File: config.mk
export PLATFORM = sky130hd
export DESIGN_NAME = dmem_access_arbiter
export DESIGN_NICKNAME = d
export VERILOG_FILES = /design/src/rtl/dmem_access_arbiter.sv
export SDC_FILE = /design/constraint.sdc
export NUM_CORES = 1
export LEC_CHECK = 0
export CORE_MARGIN = 5
export CORE_UTILIZATION = 40
export CTS_CLUSTER_DIAMETER = 150
export DETAILED_ROUTE_END_ITERATION = 7
export PLACE_DENSITY = 0.73
export REMOVE_ABC_BUFFERS = 1
export SLEW_MARGIN = 20
export SYNTH_ARGS = -nofsm -noshare
export SYNTH_HDL_FRONTEND = slang
export SYNTH_SLANG_ARGS = --single-unit
File: constraint.sdc
create_clock -name clk -period 4 [get_ports clk]
set_input_delay 0.8 -clock clk [delete_from_list [all_inputs] [get_ports clk]]
set_output_delay 0.8 -clock clk [all_outputs]
set_load 0.02 [all_outputs]
File: src/rtl/dmem_access_arbiter.sv
// Data-memory access arbiter between the core load/store path and the loader port.
// One access at a time: arbitrate in IDLE, strobe memory in ISSUE, wait out the
// read latency in WAIT, pulse the owner's ack in RESP.
module dmem_access_arbiter #(
   parameter int unsigned DATA_W     = 16,
   parameter int unsigned ADDR_W     = 8,
   parameter int unsigned MEM_LAT    = 1,
   parameter int unsigned STARVE_MAX = 4
) (
   input  logic              clk,
   input  logic              reset,
   input  logic              core_req,
   input  logic              core_we,
   input  logic [ADDR_W-1:0] core_addr,
   input  logic [DATA_W-1:0] core_wdata,
   output logic              core_ack,
   output logic [DATA_W-1:0] core_rdata,
   input  logic              ldr_req,
   input  logic              ldr_we,
   input  logic [ADDR_W-1:0] ldr_addr,
   input  logic [DATA_W-1:0] ldr_wdata,
   output logic              ldr_ack,
   output logic [DATA_W-1:0] ldr_rdata,
   output logic              mem_rd_en,
   output logic              mem_wr_en,
   output logic [ADDR_W-1:0] mem_addr,
   output logic [DATA_W-1:0] mem_wdata,
   input  logic [DATA_W-1:0] mem_rdata,
   output logic              busy,
   output logic              owner
);

   localparam int unsigned LAT_W    = 3;
   localparam int unsigned STARVE_W = (STARVE_MAX < 1) ? 1 : $clog2(STARVE_MAX + 1);
   localparam logic [LAT_W-1:0]    LAT_LOAD   = LAT_W'(MEM_LAT - 1);
   localparam logic [STARVE_W-1:0] STARVE_TOP = STARVE_W'(STARVE_MAX);

   typedef enum logic [1:0] {
      S_IDLE  = 2'd0,
      S_ISSUE = 2'd1,
      S_WAIT  = 2'd2,
      S_RESP  = 2'd3
   } state_t;

   state_t              state_q, state_d;
   logic                we_q, we_d;
   logic [LAT_W-1:0]    lat_q, lat_d;
   logic [STARVE_W-1:0] starve_q, starve_d;
   logic                owner_q, owner_d;
   logic [ADDR_W-1:0]   addr_q, addr_d;
   logic [DATA_W-1:0]   wdata_q, wdata_d;
   logic [DATA_W-1:0]   core_rdata_q, core_rdata_d;
   logic [DATA_W-1:0]   ldr_rdata_q, ldr_rdata_d;
   logic                rd_en_q, rd_en_d;
   logic                wr_en_q, wr_en_d;
   logic                busy_q, busy_d;
   logic                core_ack_q, core_ack_d;
   logic                ldr_ack_q, ldr_ack_d;
   logic                grant_ldr_c;

   // State and output registers; reset abandons any access in flight.
   always_ff @(posedge clk or posedge reset) begin
      if (reset) begin
         state_q      <= S_IDLE;
         we_q         <= 1'b0;
         lat_q        <= '0;
         starve_q     <= '0;
         owner_q      <= 1'b0;
         addr_q       <= '0;
         wdata_q      <= '0;
         core_rdata_q <= '0;
         ldr_rdata_q  <= '0;
         rd_en_q      <= 1'b0;
         wr_en_q      <= 1'b0;
         busy_q       <= 1'b0;
         core_ack_q   <= 1'b0;
         ldr_ack_q    <= 1'b0;
      end else begin
         state_q      <= state_d;
         we_q         <= we_d;
         lat_q        <= lat_d;
         starve_q     <= starve_d;
         owner_q      <= owner_d;
         addr_q       <= addr_d;
         wdata_q      <= wdata_d;
         core_rdata_q <= core_rdata_d;
         ldr_rdata_q  <= ldr_rdata_d;
         rd_en_q      <= rd_en_d;
         wr_en_q      <= wr_en_d;
         busy_q       <= busy_d;
         core_ack_q   <= core_ack_d;
         ldr_ack_q    <= ldr_ack_d;
      end
   end

   // Next-state, arbitration and next-output logic; outputs are set one cycle ahead.
   always_comb begin
      state_d      = state_q;
      we_d         = we_q;
      lat_d        = lat_q;
      starve_d     = starve_q;
      owner_d      = owner_q;
      addr_d       = addr_q;
      wdata_d      = wdata_q;
      core_rdata_d = core_rdata_q;
      ldr_rdata_d  = ldr_rdata_q;
      rd_en_d      = 1'b0;
      wr_en_d      = 1'b0;
      grant_ldr_c  = 1'b0;

      case (state_q)
         S_IDLE: begin
            if (!ldr_req) starve_d = '0;
            if (core_req || ldr_req) begin
               // Core has priority unless the loader has been passed over too often.
               grant_ldr_c = ldr_req && (!core_req || (starve_q == STARVE_TOP));
               if (grant_ldr_c) begin
                  owner_d  = 1'b1;
                  we_d     = ldr_we;
                  addr_d   = ldr_addr;
                  wdata_d  = ldr_wdata;
                  starve_d = '0;
               end else begin
                  owner_d = 1'b0;
                  we_d    = core_we;
                  addr_d  = core_addr;
                  wdata_d = core_wdata;
                  if (ldr_req && (starve_q != STARVE_TOP)) starve_d = starve_q + STARVE_W'(1);
               end
               rd_en_d = !we_d;
               wr_en_d = we_d;
               state_d = S_ISSUE;
            end
         end
         S_ISSUE: begin
            lat_d   = LAT_LOAD;
            state_d = we_q ? S_RESP : S_WAIT;
         end
         S_WAIT: begin
            if (lat_q == '0) begin
               if (owner_q) ldr_rdata_d = mem_rdata;
               else         core_rdata_d = mem_rdata;
               state_d = S_RESP;
            end else begin
               lat_d = lat_q - LAT_W'(1);
            end
         end
         S_RESP: begin
            state_d = S_IDLE;
         end
         default: begin
            state_d = S_IDLE;
         end
      endcase

      busy_d     = (state_d != S_IDLE);
      core_ack_d = (state_d == S_RESP) && !owner_d;
      ldr_ack_d  = (state_d == S_RESP) && owner_d;
   end

   assign core_ack   = core_ack_q;
   assign ldr_ack    = ldr_ack_q;
   assign core_rdata = core_rdata_q;
   assign ldr_rdata  = ldr_rdata_q;
   assign mem_rd_en  = rd_en_q;
   assign mem_wr_en  = wr_en_q;
   assign mem_addr   = addr_q;
   assign mem_wdata  = wdata_q;
   assign busy       = busy_q;
   assign owner      = owner_q;

endmodule

* Word level (Yosys, flattened, before mapping)
Cells that the tools add are included.
** Word-level totals
- Input bits :: 70
- Logic and storage cells :: 63
- Register bits :: 71
- Output and inout bits :: 62
** Operators by class
- Multiplexer cells :: 22
- Reduce and logical (&&, ||, !) cells :: 17
- Add/sub/neg operators :: 2
- Equal/unequal tests :: 7
- Bitwise logic cells :: 1
** Operator list (count)
- 16-bit two-way mux :: 1
- 3-bit two-way mux :: 5
- 1-bit two-way mux :: 11
- 8-bit two-way mux :: 1
- 2-bit one-hot mux with 4 select lines :: 1
- 2-bit equality test, second input constant :: 3
- 3-bit one-hot mux with 2 select lines :: 1
- 3-bit AND reduction :: 2
- 1-bit logical AND :: 4
- 2-bit two-way mux :: 2
- 2-bit AND reduction :: 2
- 2-bit nonzero test :: 2
- 3-bit by 1-bit adder with 3-bit output, second input constant :: 1
- 3-bit equality test, second input constant :: 1
- 1-bit logical NOT :: 3
- 3-bit logical NOT :: 1
- 3-bit != test, second input constant :: 1
- 3-bit by 1-bit subtractor with 3-bit output, second input constant :: 1
- 2-bit by 1-bit equality test with 1-bit output, second input constant :: 1
- 2-bit logical NOT :: 1
- 1-bit logical OR :: 2
- 2-bit != test, second input constant :: 1
- 1-bit NOT :: 1

* Depth between registers and ports, before layout
- Word-level depth :: 9
- Gate-level depth with buffers :: 8
- Depth with buffers taken out :: 6

* Worst setup path after synthesis
OpenSTA, ideal clock, no wires.
- Kind :: input port to flip-flop
- Start :: input port core_req
- End :: register addr_q[0], in the netlist mem_addr[0]
- Arrival :: 1781 ps
- Path buffers :: 4
- Setup time :: 80 ps
- Data required time :: 3920 ps
- Path slack :: 2139 ps
- Stages :: 7
- Cell sequence :: buf_4 -> a21bo_1 -> buf_6 -> and2_4 -> buf_6 -> buf_6 -> o211ai_2
** Between the ends
- Word-level cells in the longest chain between the ends :: 4
- Elaborated cells on any way between the ends :: 6
- Classes of those cells :: mux: 1; reduce/logical: 5
** Ends and longest elaborated chain
- start: declaration :: RTL line 12 : input logic core_req,
- 1-bit logical NOT :: RTL line 116 : grant_ldr_c = ldr_req && (!core_req || (starve_q == STARVE_TOP));
- 1-bit logical OR :: RTL line 116
- 1-bit logical AND :: RTL line 116
- 8-bit two-way mux :: RTL line 117 : if (grant_ldr_c) begin
- end signal: assignment :: RTL line 84 : addr_q <= addr_d;
- end: declaration :: RTL line 50 : logic [ADDR_W-1:0] addr_q, addr_d;
Parallel ways exist; a longest one is shown, timed or not.
A chain may end at the register's enable or synchronous reset.

* Worst setup path after layout
- Start :: input port ldr_req
- End :: register addr_q[0], in the netlist mem_addr[0]
** Between the ends
- Word-level cells in the longest chain between the ends :: 2
- Elaborated cells on any way between the ends :: 4
- Classes of those cells :: mux: 1; reduce/logical: 3
** Ends and longest elaborated chain
- start: declaration :: RTL line 18 : input logic ldr_req,
- 1-bit logical AND or 1-bit logical OR (tied branches) :: RTL line 116, 114
- 8-bit two-way mux or 2-bit AND reduction (tied branches)
Parallel ways exist; a longest one is shown, timed or not.

==> run summary <==
outcome: finished clean
Cell Int Power: 2510 uW
Routed WL per cell: 17.0 um
WP data arrival: 2.70 ns
worst path cell trace: clkdlybuf4s50_1 > o21a_1 > nand2_1 > o211ai_2
DRT Pass-1 Iters: 4
H-tree depth: 3
total clock sinks: 71
Post-synth top cells: dfrtp_1, nand2_1, mux2_2, nand4_1, o211ai_2
PD cells: 805 nW/um2
CORE AREA: 7810 um2
endpoints failing hold: 0
Max VDD drop: 0.271 mV
P_sw: 1430 uW
area grow syn2layout: 50.6%
# nets final: 479
Hold Crit Class: reg -> reg
via/cell ratio: 5.10
RSZ-0062 raised after global routing: no
PortBufs: 131
gpl congestion: 0.747
DP Wirelength: 6390 um
synth warn: 0
global-route usage over all layers: 0.182
period utilization: 0.610
number of setup violations in the final report: 0
IO Pins: 132
post-synth top area share: 0.547
vias: 2596
CTS Root Cell: clkbuf_8
clk slew on worst S/H paths: 0.08 ns
Synth Instances: 277
dpl cells: 493
Worst setup EP type: flip-flop
min Tclk post-route: 2.44 ns
CTS tree: built
crit path max fanout: 27
total gr overflow: 0
share of layout cells above drive strength 1: 0.192
Seq/Total Area, Yosys: 0.547
Slowest Stage Delay on Critical Path: 0.82 ns
first-pass GRT wire length: 14400 um
WP buf/inv: 1
post-CTS sizing: 0
setup TNS: 0 ns
DRC: 0
cts bufs inserted: 9
slowest CP cell: o21a_1
hold_buf cts: 0
Slew Limit Fails: 0
Placed Area: 4620 um2
sequential power share: 0.313
number of diodes: 0
number of synthesized register bits: 71
final instance area: 4890 um2
Comb power frac: 0.491
startpoint class of the critical path: primary input
Rows: 32
Rel. slew slack: 0.347
initial antenna violation count: 0
DP Worst Slack: 1.23 ns
setup slack, reg-to-reg: 1.73 ns
largest area contributor in the netlist: dfrtp_1
Switching Share: 0.363
fin worst setup slack: 1.56 ns
worst skew pair latency: 0.34 ns
Post-Route WL: 8650 um
highest clock rate: 410 MHz
count leader, synth: dfrtp_1
number of global-route vias before repair: 2806
ys async rst share: 1.00
largest net degree at the start of global routing: 39
Chip Width: 100 um
Leakage: 0.00207 uW
Post-CTS Setup Inserts: 0
final std cells w/o fill: 509
final setup skew: 0.00796 ns
Area contributors post-synth: dfrtp_1, mux2_2, o211ai_2, nand2_1, nand4_1
EDFF count, synth: 0
Synth Cell Area: 3250 um2
Routed Antenna Nets: 0
kind of critical path: in -> reg
CP delay by family, top: compound AO/OA/AOI/OAI gates
Synth Flop Type: dfrtp_1
Power Total: 3940 uW
DRT iter0 DRCs: 116
maxcap violations: 0
Least-Margin Pin Slew: 0.980 ns
CP required: 4.26 ns
post-synthesis cell type count: 37
clock buffer depth: 2
Die Y-Extent: 100 um
DIE AREA: 10000 um2
Clk pwr share: 0.195
Mean Syn Cell Area: 11.7 um2
starting density of the core: 0.416
[area by class of cell]
class / count / area, um2
clock buffers: 11 / 141
fillers: 631 / 2920
well taps: 102 / 128
multi-input cells: 174 / 1310
clock inverters: 5 / 129
repair buffers: 137 / 1370
flip-flops and latches: 71 / 1780
inverters: 9 / 33.8
[layout by cell type (no fill, tap or decap), drive strengths merged, types with 2 or more instances in the layout]
cell type / count
o21ai: 3
o2bb2ai: 2
dfrtp: 71
clkdlybuf4s50: 131
bufinv: 4
nand4: 24
o211ai: 24
o31ai: 2
nand3: 4
and3: 3
mux2: 32
nand2: 53
inv: 9
ha: 7
buf: 6
clkbuf: 11
a21bo: 2
a21oi: 2
[power groups by stage]
| stage | sequential [uW] | combinational, uW | clock (uW) |
|---|---|---|---|
| 5_1_grt | 1280 | 2080 | 813 |
| 3_5_place_dp | 1250 | 1960 | 0 |
| 2_1_floorplan | 1600 | 675 | 0 |
| 6_report | 1230 | 1930 | 768 |
| 3_3_place_gp | 1230 | 1910 | 0 |
| 4_1_cts | 1240 | 1960 | 781 |
[kinds of logic after synthesis]
| logic type | after synthesis | share of synthesized area |
|---|---|---|
| XOR/XNOR | 1 | 0.00270 |
| buffers and inverters | 32 | 0.0497 |
| multiplexers | 32 | 0.111 |
| flip-flops | 71 | 0.547 |
| AO/OA/AOI/OAI | 42 | 0.127 |
| AND/OR/NAND/NOR | 92 | 0.136 |
| adder cells (fa/ha/maj) | 7 | 0.0270 |
[metal layers]
| layer | track usage | wire length [um] |
|---|---|---|
| met1 | 0.240 | 3840 |
| met2 | 0.289 | 4030 |
| met3 | 0.0486 | 643 |
| met4 | 0.0663 | 135 |
| met5 | 0 | 0 |
[worst paths after layout]
check | from | to | cells after the start
worst max-delay path | ldr_req | mem_addr[0] | 4
min in group asynchronous | reset | ldr_rdata[4] | 2
max in group asynchronous | reset | mem_addr[3] | 3
worst max register to register | state_q[0] | mem_addr[0] | 6
worst min-delay path | mem_addr[7] | mem_addr[7] | 2
worst min register to register | mem_addr[7] | mem_addr[7] | 2
[registers in the layout (all words and copies together), names as in the netlist]
register    count
state_q         2
owner           1
ldr_rdata      16
ldr_ack         1
mem_addr        8
mem_wr_en       1
lat_q           3
starve_q        3
busy            1
core_rdata     16
we_q            1
mem_wdata      16
core_ack        1
mem_rd_en       1
[worst reg2reg max path: cells and delay by family, from the launching register on]
| family | cells | cell delay [ns] |
|---|---|---|
| adders and majority gates | 1 | 0.15 |
| buffers and inverters | 2 | 0.42 |
| DFF | 1 | 0.41 |
| and+or+nand+nor | 1 | 0.18 |
| AOI/OAI and AO/OA | 2 | 1.02 |
[through the flow]
step,hold WS (ns),utilization
detailed placement,0.475,0.592
floorplan,0.456,-
finish,0.498,0.626
global placement,0.472,0.592
global route,0.514,0.626
CTS,0.499,0.626
No activity file was read; power rests on OpenSTA's default activity.
